[src/rtl/spi_boot_ctrl.sv]
// Boot sequencer: copies boot_word_count_i 32-bit words from SPI flash into
// on-chip memory, one READ command per word, with a per-word timeout.
module spi_boot_ctrl #(
   parameter logic [7:0]  READ_OPCODE = 8'h03,
   parameter logic [8:0]  STATUS_READ = 9'h180,
   parameter int unsigned TIMEOUT     = 4096,
   parameter int unsigned MEM_AW      = 16
) (
   input  logic              boot_clk_i,
   input  logic              boot_rst_i,
   input  logic              boot_start_i,
   input  logic [23:0]       boot_base_addr_i,
   input  logic [15:0]       boot_word_count_i,
   output logic              spi_init_o,
   output logic [8:0]        spi_statusreg_o,
   output logic [47:0]       spi_cmd_o,
   input  logic              spi_initdone_i,
   input  logic [31:0]       spi_rdata_i,
   output logic              mem_we_o,
   output logic [MEM_AW-1:0] mem_addr_o,
   output logic [31:0]       mem_wdata_o,
   output logic              boot_busy_o,
   output logic              boot_done_o,
   output logic              boot_error_o
);

   typedef enum logic [2:0] {
      S_IDLE, S_ISSUE, S_WAIT, S_WRITE, S_NEXT, S_DONE, S_ERR
   } state_t;

   localparam logic [15:0] TO_LAST = 16'(TIMEOUT - 1);

   state_t            state_q, state_n;
   logic [23:0]       addr_q, addr_n;
   logic [15:0]       cnt_q, cnt_n, idx_q, idx_n, tmo_q, tmo_n;
   logic              init_n, we_n, busy_n, done_n, err_n;
   logic [8:0]        status_n;
   logic [47:0]       cmd_n;
   logic [MEM_AW-1:0] maddr_n;
   logic [31:0]       wdata_n;
   logic              at_rest, last_word;

   assign at_rest   = (state_q == S_IDLE) || (state_q == S_DONE) || (state_q == S_ERR);
   assign last_word = (idx_q == cnt_q - 16'd1);

   always_ff @(posedge boot_clk_i) begin
      if (boot_rst_i) begin
         state_q         <= S_IDLE;
         addr_q          <= '0;
         cnt_q           <= '0;
         idx_q           <= '0;
         tmo_q           <= '0;
         spi_init_o      <= 1'b0;
         spi_statusreg_o <= '0;
         spi_cmd_o       <= '0;
         mem_we_o        <= 1'b0;
         mem_addr_o      <= '0;
         mem_wdata_o     <= '0;
         boot_busy_o     <= 1'b0;
         boot_done_o     <= 1'b0;
         boot_error_o    <= 1'b0;
      end else begin
         state_q         <= state_n;
         addr_q          <= addr_n;
         cnt_q           <= cnt_n;
         idx_q           <= idx_n;
         tmo_q           <= tmo_n;
         spi_init_o      <= init_n;
         spi_statusreg_o <= status_n;
         spi_cmd_o       <= cmd_n;
         mem_we_o        <= we_n;
         mem_addr_o      <= maddr_n;
         mem_wdata_o     <= wdata_n;
         boot_busy_o     <= busy_n;
         boot_done_o     <= done_n;
         boot_error_o    <= err_n;
      end
   end

   always_comb begin
      state_n = state_q;
      case (state_q)
         S_IDLE, S_DONE, S_ERR:
            if (boot_start_i) state_n = (boot_word_count_i == 16'd0) ? S_DONE : S_ISSUE;
         S_ISSUE: if (!spi_initdone_i) state_n = S_WAIT;
         // a completion in the last timeout cycle still counts as success
         S_WAIT: begin
            if (spi_initdone_i)         state_n = S_WRITE;
            else if (tmo_q == TO_LAST)  state_n = S_ERR;
         end
         // WRITE spans two cycles: one to raise the strobe, one while it is out
         S_WRITE: if (mem_we_o) state_n = S_NEXT;
         S_NEXT:  state_n = last_word ? S_DONE : S_ISSUE;
         default: state_n = S_IDLE;
      endcase
   end

   always_comb begin
      addr_n   = addr_q;
      cnt_n    = cnt_q;
      idx_n    = idx_q;
      tmo_n    = tmo_q;
      status_n = spi_statusreg_o;
      cmd_n    = spi_cmd_o;
      we_n     = 1'b0;
      maddr_n  = mem_addr_o;
      wdata_n  = mem_wdata_o;
      case (state_q)
         S_ISSUE: if (!spi_initdone_i) begin
            cmd_n    = {READ_OPCODE, addr_q, 16'h0000};
            status_n = STATUS_READ;
         end
         S_WAIT: begin
            if (spi_initdone_i) wdata_n = spi_rdata_i;
            else                tmo_n   = tmo_q + 16'd1;
         end
         S_WRITE: if (!mem_we_o) begin
            we_n    = 1'b1;
            maddr_n = MEM_AW'(idx_q);
         end
         S_NEXT: if (!last_word) begin
            idx_n  = idx_q + 16'd1;
            addr_n = addr_q + 24'd4;
            tmo_n  = '0;
         end
         default: ;
      endcase
      if (at_rest && boot_start_i) begin
         addr_n = boot_base_addr_i;
         cnt_n  = boot_word_count_i;
         idx_n  = '0;
         tmo_n  = '0;
      end
      init_n = (state_n == S_WAIT);
      busy_n = !((state_n == S_IDLE) || (state_n == S_DONE) || (state_n == S_ERR));
      done_n = (state_n == S_DONE);
      err_n  = (state_n == S_ERR);
   end

endmodule

[config.mk]
export PLATFORM = sky130hd
export DESIGN_NAME = spi_boot_ctrl
export DESIGN_NICKNAME = d
export VERILOG_FILES = /design/src/rtl/spi_boot_ctrl.sv
export SDC_FILE = /design/constraint.sdc
export NUM_CORES = 1
export LEC_CHECK = 0
export ABC_AREA = 0
export CORE_MARGIN = 2
export CORE_UTILIZATION = 53
export CTS_CLUSTER_SIZE = 28
export DETAILED_ROUTE_END_ITERATION = 16
export PLACE_DENSITY = 0.85
export SLEW_MARGIN = 15
export SYNTH_ARGS = -nofsm -noshare
export SYNTH_HDL_FRONTEND = slang
export SYNTH_SLANG_ARGS = --single-unit
[constraint.sdc]
create_clock -name boot_clk_i -period 7.07 [get_ports boot_clk_i]
set_clock_uncertainty 0.1 [all_clocks]
set_input_delay 0.707 -clock boot_clk_i [delete_from_list [all_inputs] [get_ports boot_clk_i]]
set_output_delay 0.707 -clock boot_clk_i [all_outputs]
set_load 0.01 [all_outputs]
After elaboration in Yosys (flattened, before gate mapping) --
Cells that the tools add are included.
Word-level totals: flip-flop bits (word level) 154, bits of input ports 76, output and inout bits 110, logic and storage cells 71
Cells by class: add/subtract/negate cells 4, equality and inequality tests 14, muxes and demuxes 15, bitwise gates (word level) 4, reduce and logical (&&, ||, !) cells 20
Operators by type and width (count):
- $mux W24 | 3
- $add A16 B1 Y16 const B | 2
- $mux W16 | 2
- $pmux W16 S2 | 1
- $add A24 B3 Y24 const B | 1
- $mux W3 | 7
- $eq A16 B12 Y1 const B | 1
- $eq A16 B16 Y1 | 1
- $logic_not A16 Y1 | 1
- $sub A16 B1 Y16 const B | 1
- $eq A3 B3 Y1 const B | 5
- $pmux W3 S5 | 1
- $reduce_and A2 Y1 | 5
- $eq A3 B2 Y1 const B | 3
- $logic_not A3 Y1 | 2
- $logic_or A1 B1 Y1 | 4
- $ne A2 B2 Y1 const B | 2
- $not A1 Y1 | 4
- $reduce_bool A2 Y1 | 2
- $reduce_or A2 Y1 | 2
- $eq A3 B1 Y1 const B | 1
- $reduce_and A3 Y1 | 1
- $reduce_or A3 Y1 | 1
- $ne A2 B1 Y1 const B | 1
- other kinds (3) | 3

Logic depth before layout (Yosys ltp) --
Gate-level depths: netlist (run 1).
depth in word-level cells 8, depth in mapped cells 11, mapped depth without buffers 9

Worst setup path before layout (run 1) --
OpenSTA, ideal clock, no wires.
path kind reg2reg, from register cnt_q[3], to register addr_q[23], setup time 0.122 ns, arrival time 2.779 ns, required time 6.848 ns, slack 4.069 ns, cell stages (with the launch flop) 12, buffers on the path 4, period minus slack after synthesis 3.001 ns, path through dfxtp_1 buf_2 or4_1 buf_2 or4_1 a211o_1 a32oi_2 and3_1 buf_2 buf_4 nor2_1 o311a_1
Between the ends: longest elaborated chain between the ends 4
Ends and longest elaborated chain:
- start, declared | line 35 | logic [15:0] cnt_q, cnt_n, idx_q, idx_n, tmo_q, tmo_n;
- start signal, assigned | line 65 | cnt_q <= cnt_n;
- $sub A16 B1 Y16 | line 44 | assign last_word = (idx_q == cnt_q - 16'd1);
- $eq A16 B16 Y1 | line 44
- $ne A2 B1 Y1 (no source line)
- $reduce_and A2 Y1 (no source line)
- end signal, assigned | line 64 | addr_q <= addr_n;
- end, declared | line 34 | logic [23:0] addr_q, addr_n;
No other way between the ends. A chain may end at the register's enable or synchronous reset.

Final worst setup path (run 1) --
from register cnt_q[0], to register tmo_q[11]
Between the ends: longest elaborated chain between the ends 4
Ends and longest elaborated chain:
- $sub A16 B1 Y16 | line 44
- $eq A16 B16 Y1 | line 44
- $ne A2 B2 Y1 (no source line)
- $reduce_and A3 Y1 (no source line)
- end signal, assigned | line 67 | tmo_q <= tmo_n;
- end, declared | line 35
No other way between the ends.

==> flow_summary.ini, run 1 <==
[timing]
slew-limit-headroom_pct = 26.7
finalSetupViolations = 0
fmax_ghz = 0.284
finalWorstSetupSlack_ps = 3550
fin_crit_sh_pct = 49.8
rsz0062_at_grt = false
setup_tns_ps = 0
slew_violations = 0
hold_viol = 0
period_needed_ps = 3520
tightest_slew_ps = 1100

[layout]
drive_above_1_share_pct = 4.49
syn_to_final_growth_pct = 27.8
nets = 1135
fillCellCount = 1089
diodes = 0

[grt]
grt_usage_pct = 25.9
first_global_vias = 6554
grt_start_max_net_pins = 86
grt_pass1_wl_um = 31000
grt_overflow = 0
antenna_found_initial = 0

[setup_path]
path_class = flop to flop
slowest_stage = and3_4
rr_worst_depth = 9
cp.depth = 9
crit_required_ps = 7310
startpoint_type = flop
cp_num_buf_inv = 1
crit_path_start = cnt_q[0]
critPathCaptureType = flop
crit_family = simple AND/OR/NAND/NOR gates
reg2reg_to = tmo_q[11]
worstPathCellList = inv_1 -> ha_1 -> or3b_2 -> o21ai_0 -> or4b_1 -> a32oi_2 -> and3_4 -> o21ai_1 -> nor2_1
cp_max_fo = 50
slowest_delay_ps = 550
cp.arrival_ps = 3760
r2r_start = cnt_q[0]
crit_end = tmo_q[11]
r2r_slack_ps = 3550

[synthesis]
synth_area_leaders = dfxtp_1 (42%), nand2_1 (11%), a21oi_1 (7.5%)
synth_compound_area_share_pct = 16.4
yosysWarnings = 0
synth.distinct_cells = 60
ys_seq_elements = 153
syn_inst = 941
yosysTopAreaCellShare_pct = 41.8
yosysSeqAreaShare_pct = 41.8
yosysTopAreaCell = dfxtp_1
synth_top_family_by_area = simple AND/OR/NAND/NOR gates
synth_area_mm2 = 0.00732
synth.area.mux_share_pct = 0.820
synth_simple_gate_area_share_pct = 28.6
synth_edf_count = 0
synthAdderAreaFrac_pct = 0.684
async_reset_ff_share_pct = 0
syn_area_per_cell_um2 = 7.78
synth-xor-area-share_pct = 3.95
ys_dominant_reg_cell = dfxtp_1

[routing]
totalWireLength_um = 19100
viasPerCell = 5.66
first_iter_violations = 533
route.detailed.drc = 0
dr.pass1.iters = 6
wl_per_cell_um = 15.4
ant_nets = 0
num_vias = 7043

[floorplanning]
die-area_mm2 = 0.0148
start_util_pct = 54.9
die_y_um = 122
rows = 42
dieWidth_um = 122
fp.coreArea_mm2 = 0.0133
io_pins = 186

[pwr]
p_per_area_mw_per_mm2 = 226
vdd_ir_drop_max_v = 0.000253
switchingPower_mw = 0.528
clkPwrFrac_pct = 43.6
power.leakage_nw = 3.18
internal-power_mw = 1.59
p_seq_share_pct = 44.1
p_sw_share_pct = 24.9
total_power_mw = 2.12
pwr-share-comb_pct = 12.3

[cts]
cts_tree = done
h-tree-depth = 4
insertion_delay_ps = 420
clock_path_buffers = 2
postCtsSetupBuffers = 0
cts_resized = 0
cts_buffers = 17
cts-hold-fix-buffers = 0
cts-root-buf = clkbuf_16
cts_sinks = 153
path_clk_slew_ps = 60

[placed_design]
dp_hpwl_um = 12900
portBuffers = 156
gp_congestion = 0.870
place_ws_ps = 3580

[min_path]
hold_class = flop to flop

[run]
cap_violations = 0

[run_status]
status = complete, no violations
## cells by family (layout without fill, tap and decap cells)
family          Yosys count  after routing
fa+ha+maj                 4              4
simple gates            439            439
buf+inv                 108            207
xor+xnor                 33             33
other cells               1             29
flops                   153            153
compound gates          197            197
mux                       6              6
## cell usage in the layout, fill, tap and decap left out, types with 4 or more instances in the layout
cell type,count
nor2b_1,8
a21oi_1,109
xnor2_1,13
buf_4,6
nor3_1,10
mux2i_1,6
or4_1,25
xor2_1,20
ha_1,4
clkdlybuf4s50_1,155
dfxtp_1,153
o21ai_0,18
nor2_1,65
a211oi_1,4
nand3_1,25
and2_1,5
o31ai_1,21
nand2b_1,7
nand2_1,210
and3_1,12
nor4b_1,4
or3_1,19
nand4_1,20
inv_1,14
conb_1,29
a311oi_1,15
clkbuf_16,17
nor4_1,13
## power groups by stage
stage	sequential (mW)	combinational [mW]	clock, mW
2_1_floorplan	0.942	0.173	0
3_3_place_gp	0.949	0.253	0
3_5_place_dp	0.951	0.256	0
4_1_cts	0.932	0.259	0.933
5_1_grt	0.938	0.287	0.970
6_report	0.933	0.260	0.922
## worst min-delay path by stage
| stage | from | endpoint | slack, ps | cells past startpoint |
|---|---|---|---|---|
| global route | spi_cmd_o[38] | spi_cmd_o[38] | 370 | 2 |
| finish | spi_cmd_o[34] | spi_cmd_o[34] | 350 | 2 |
| global placement | mem_wdata_o[8] | mem_wdata_o[8] | 340 | 2 |
| CTS | mem_wdata_o[11] | mem_wdata_o[11] | 350 | 2 |
| floorplan | addr_q[0] | spi_cmd_o[16] | 330 | 2 |
| detailed placement | mem_wdata_o[23] | mem_wdata_o[23] | 350 | 2 |
## cells in the mapped netlist (2+ instances only)
master,n
nand2_1,210
dfxtp_1,153
a21oi_1,109
nor2_1,65
clkbuf_1,51
buf_4,33
nand3_1,25
or4_1,25
o31ai_1,21
nand4_1,20
xor2_1,20
o21ai_0,19
or3_1,19
a311oi_1,15
inv_1,14
nor4_1,13
xnor2_1,13
and3_1,12
nor3_1,11
nor2b_1,8
buf_2,7
nand2b_1,7
mux2i_1,6
and2_1,5
a211oi_1,4
ha_1,4
nor4b_1,4
and4_1,3
buf_6,3
o211ai_1,3
o21ai_1,3
a211oi_2,2
a22oi_1,2
a31o_2,2
a31oi_1,2
nand3b_1,2
nor3b_1,2
or2_2,2
## through the flow
step	utilization, %	std cells	hold slack [ps]	cell area (um^2)
6_report	70.1	1244	351	9360
2_1_floorplan	-	969	332	7430
5_1_grt	70.1	1244	370	9360
3_3_place_gp	65.6	1212	340	8750
4_1_cts	70.1	1244	354	9360
3_5_place_dp	65.6	1212	346	8750
## layer usage
layer  global-route usage, %  routed length [um]  vias to the layer above
met4                    7.54                 280                        0
met2                    42.4                9070                      248
li1                        -                   -                     3456
met5                       0                   0                        -
met3                    7.21                1330                       30
met1                    33.6                8440                     3309
## sequential cells by signal, summed over array words and instances, names as in the netlist
register / flops
addr_q: 24
cnt_q: 16
idx_q: 16
mem_wdata_o: 32
spi_init_o: 1
boot_done_o: 1
spi_cmd_o: 25
mem_we_o: 1
state_q: 3
mem_addr_o: 16
boot_error_o: 1
tmo_q: 16
boot_busy_o: 1
## worst register-to-register path, stage by stage, from the launching register on
cell and delay (ps):
dfxtp_1 350, inv_1 70, ha_1 240, or3b_2 530, o21ai_0 230, or4b_1 480, a32oi_2 280, and3_4 550
o21ai_1 410, nor2_1 210
## area by class of cell
cell class | instances | area (um^2) | area share, %
clock buffer | 21 | 460 | 4.92
timing repair buffer | 161 | 1600 | 17.1
clock inverter | 11 | 145 | 1.55
multi-input combinational | 708 | 3820 | 40.8
tap | 176 | 220 | 2.35
inverter | 14 | 52.6 | 0.562
sequential | 153 | 3060 | 32.7
No activity file was read; power rests on OpenSTA's default activity.
==> run 2, diff against run 1 <==
CORE_UTILIZATION = 49   (was 53)
PLACE_DENSITY = 0.8   (was 0.85)
clock period = 3.65 ns   (was 7.07 ns; I/O delays follow)
==> flow_summary.ini, run 2 (synthesized netlist as in run 1, its figures left out) <==
[setup_path]
worstPathCellList = inv_1 -> ha_1 -> or3b_2 -> or4_1 -> a211o_1 -> a32oi_2 -> and3_1 -> nor2_1 -> o311a_1
cp.arrival_ps = 3610
cp_max_fo = 16
slowest_delay_ps = 540
r2r_start = cnt_q[0]
slowest_stage = and3_1
critPathCaptureType = flop
startpoint_type = flop
path_class = flop to flop
crit_required_ps = 3870
crit_path_start = cnt_q[0]
crit_family = simple AND/OR/NAND/NOR gates
cp_num_buf_inv = 1

[routing]
ant_nets = 0
highest_layer = met4
dr_wl_met3_um = 1410
totalWireLength_um = 19000
num_vias = 7042
wl_per_cell_um = 15.1
route.detailed.drc = 0
viasPerCell = 5.59
met2_length_um = 8780
first_iter_violations = 740
wl_met1_um = 8620
dr.pass1.iters = 5

[pwr]
power.leakage_nw = 3.20
vdd_ir_drop_max_v = 0.000324
switchingPower_mw = 1.15
p_per_area_mw_per_mm2 = 429
pwr-share-comb_pct = 12.7
p_seq_share_pct = 44.8
clkPwrFrac_pct = 42.5
internal-power_mw = 2.88
total_power_mw = 4.03
p_sw_share_pct = 28.6

[min_path]
hp-start = boot_rst_i
hold_class = primary input to flop

[timing]
setup_tns_ps = 0
finalWorstSetupSlack_ps = 258
slew_violations = 0
fin_crit_sh_pct = 92.9
fmax_ghz = 0.295
rsz0062_at_grt = false
period_needed_ps = 3390
tightest_slew_ps = 1060
finalSetupViolations = 0
hold_viol = 0
slew-limit-headroom_pct = 29.2

[floorplanning]
fp.coreArea_mm2 = 0.0146
io_pins = 186
rows = 44
dieWidth_um = 126
die-area_mm2 = 0.0159
start_util_pct = 50.2
die_y_um = 126

[layout]
mostFrequentLayoutCells = nand2_1 (210), clkdlybuf4s50_1 (155), dfxtp_1 (153)
nets = 1142
syn_to_final_growth_pct = 28.3
largestRegisters = mem_wdata_o (32), spi_cmd_o (25), addr_q (24)
drive_above_1_share_pct = 5.30
diodes = 0
mostFrequentLayoutCell = nand2_1
largest_reg_flops = 32
fin_area_mm2 = 0.00940
regMostFlops = mem_wdata_o
finish.utilization_pct = 64.4

[cts]
postCtsSetupBuffers = 0
cts_buffers = 17
cts_resized = 0
cts_tree = done
clock_path_buffers = 2
cts-hold-fix-buffers = 0
cts-root-buf = clkbuf_16
cts_sinks = 153
path_clk_slew_ps = 70
insertion_delay_ps = 430
h-tree-depth = 4

[grt]
grt_usage_pct = 23.5
antenna_found_initial = 0
grt_overflow = 0
first_global_vias = 6340
grt_start_max_net_pins = 51
grt_pass1_wl_um = 30800

[run]
cap_violations = 0

[placed_design]
portBuffers = 156
dp_hpwl_um = 13100
postPlaceCellArea_mm2 = 0.00881
place_ws_ps = 328
gp_congestion = 0.858

[run_status]
status = complete, no violations
[run 2: changes by cell type in the layout (fill, tap and decap cells not counted), moves of 3 or more]
cell,before,now
buf_4,6,13
clkinv_2,3,0
bufinv_16,3,0
inv_8,0,5
[run 2: final timing paths]
path                                   endpoint  slack [ps]  cells after the start
worst max-delay path                 addr_q[23]         260                      9
worst min-delay path              spi_cmd_o[40]         300                      2
worst max register to register       addr_q[23]         260                      9
worst min register to register  mem_wdata_o[22]         350                      2
[run 2: stage by stage]
step | hold WS [ps] | cells
floorplan | 332 | 969
global placement | 339 | 1227
detailed placement | 346 | 1227
CTS | 286 | 1259
global route | 305 | 1259
finish | 299 | 1259
[run 2: final cells by class]
class | count | area, um^2
fillers | 1212 | 5190
flip-flops and latches | 153 | 3060
repair buffers | 168 | 1650
well taps | 184 | 230
inverters | 14 | 52.6
clock buffers | 17 | 425
clock inverters | 15 | 155
multi-input cells | 708 | 3820
[run 2: routing by layer]
layer  up-vias  GRT usage [%]
met5         -              0
met3        28           7.43
li1       3483              -
met1      3261           31.5
met4         0           6.59
met2       270           36.7
[run 2: power by group through the flow]
| stage | Combinational (mW) | Sequential (mW) | Clock [mW] |
|---|---|---|---|
| detailed placement | 0.504 | 1.84 | 0 |
| global route | 0.561 | 1.82 | 1.82 |
| global placement | 0.499 | 1.84 | 0 |
| floorplan | 0.335 | 1.83 | 0 |
| CTS | 0.508 | 1.80 | 1.74 |
| finish | 0.511 | 1.81 | 1.71 |
[run 2: worst reg2reg max path, cell delays in order (launching register included)]
cell and delay, ps:
dfxtp_1 350, inv_1 70, ha_1 240, or3b_2 530, or4_1 450, a211o_1 320, a32oi_2 230, and3_1 540
nor2_1 150, o311a_1 310
==> run 3, diff against run 2 <==
HOLD_SLACK_MARGIN = 0.08   (was default)
SKIP_CTS_REPAIR_TIMING = 1   (was default)
clock period = 3.5 ns   (was 3.65 ns; I/O delays follow)
==> flow_summary.ini, run 3 (synthesized netlist as in run 1, its figures left out) <==
[setup_path]
crit_path_start = cnt_q[3]
path_class = flop to flop
r2r_start = cnt_q[3]
crit_required_ps = 3730
cp_max_fo = 39
cp.arrival_ps = 3530
rr_worst_depth = 8
crit_end = idx_q[4]
critPathCaptureType = flop
reg2reg_to = idx_q[4]
r2r_slack_ps = 200
startpoint_type = flop

[min_path]
hp-start = mem_wdata_o[2]
hold_class = flop to flop

[grt]
grt_overflow = 0
grt_start_max_net_pins = 87
first_global_vias = 6461
grt_pass1_wl_um = 31500
antenna_found_initial = 0
grt_usage_pct = 23.9

[layout]
nets = 1145
largestRegisters = mem_wdata_o (32), spi_cmd_o (25), addr_q (24)
final_cells = 1261
diodes = 0
largest_reg_flops = 32
mostFrequentLayoutCells = nand2_1 (210), clkdlybuf4s50_1 (155), dfxtp_1 (153)
syn_to_final_growth_pct = 28.8
mostFrequentLayoutCell = nand2_1
drive_above_1_share_pct = 5.39
regMostFlops = mem_wdata_o

[cts]
h-tree-depth = 4
cts_tree = done
clock_path_buffers = 2
cts_buffers = 17
path_clk_slew_ps = 60
cts_sinks = 153
cts-root-buf = clkbuf_16
insertion_delay_ps = 420

[routing]
first_iter_violations = 694
wl_per_cell_um = 15.4
totalWireLength_um = 19400
route.detailed.drc = 0
ant_nets = 0
viasPerCell = 5.63
dr.pass1.iters = 5
num_vias = 7100

[timing]
setup_tns_ps = 0
period_needed_ps = 3300
finalSetupViolations = 0
slew-limit-headroom_pct = 29.9
slew_violations = 0
fin_crit_sh_pct = 94.3
finalWorstSetupSlack_ps = 200
fmax_ghz = 0.303
hold_viol = 0
tightest_slew_ps = 1050
rsz0062_at_grt = false

[placed_design]
dp_hpwl_um = 13300
dpl.cell_count = 1230
portBuffers = 156
place_ws_ps = 145
gp_congestion = 0.855

[run]
cap_violations = 0

[pwr]
p_per_area_mw_per_mm2 = 452
vdd_ir_drop_max_v = 0.000397
power.leakage_nw = 3.21

[floorplanning]
fp.coreArea_mm2 = 0.0146
rows = 44
start_util_pct = 50.2
die-area_mm2 = 0.0159
die_y_um = 126
io_pins = 186
dieWidth_um = 126

[run_status]
status = complete, no violations
## run 3: worst max-delay path, cell delays in order (launching register included)
cell	delay [ps]
dfxtp_1	370
or4_1	660
or4_1	520
a211o_1	320
a32oi_2	240
and3_4	490
buf_4	230
o31ai_1	80
a21oi_1	180
## run 3: where the power goes
part           leakage (nW)  internal [mW]  switching [mW]
registers              1.24           1.81          0.0784
logic                  1.70          0.255           0.287
clock network         0.272           1.12           0.719
total                  3.21           3.18            1.08
## run 3: layout make-up
type                    count  area, um^2
flip-flops and latches    153        3060
repair buffers            171        1670
multi-input cells         708        3830
fillers                  1239        5160
clock buffers              20         437
inverters                  14        52.6
clock inverters            11         148
well taps                 184         230
## run 3: through the flow
step / util [%] / hold WS [ps] / power [mW] / area [um^2]
global route: 64.6 / 365 / 4.43 / 9430
global placement: 60.6 / 340 / 2.45 / 8840
floorplan: - / 332 / 2.25 / 7430
finish: 64.6 / 351 / 4.26 / 9430
CTS: 64.6 / 354 / 4.28 / 9420
detailed placement: 60.6 / 347 / 2.46 / 8840
## run 3: worst min-delay path by stage
stage / to / depth (start not counted) / slack, ps
final: mem_wdata_o[2] / 2 / 350
after global routing: mem_wdata_o[12] / 2 / 370
after detailed placement: mem_wdata_o[13] / 2 / 350
after floorplan: spi_cmd_o[16] / 2 / 330
after CTS: mem_wdata_o[12] / 2 / 350
after global placement: mem_wdata_o[20] / 2 / 340
## run 3: metal layers
layer  up-vias  track usage [%]  wire length [um]
li1       3472                -                 -
met1      3346             32.2              8550
met4         0             5.95               184
met2       259             38.0              9010
met3        23             6.63              1660
met5         -                0                 0
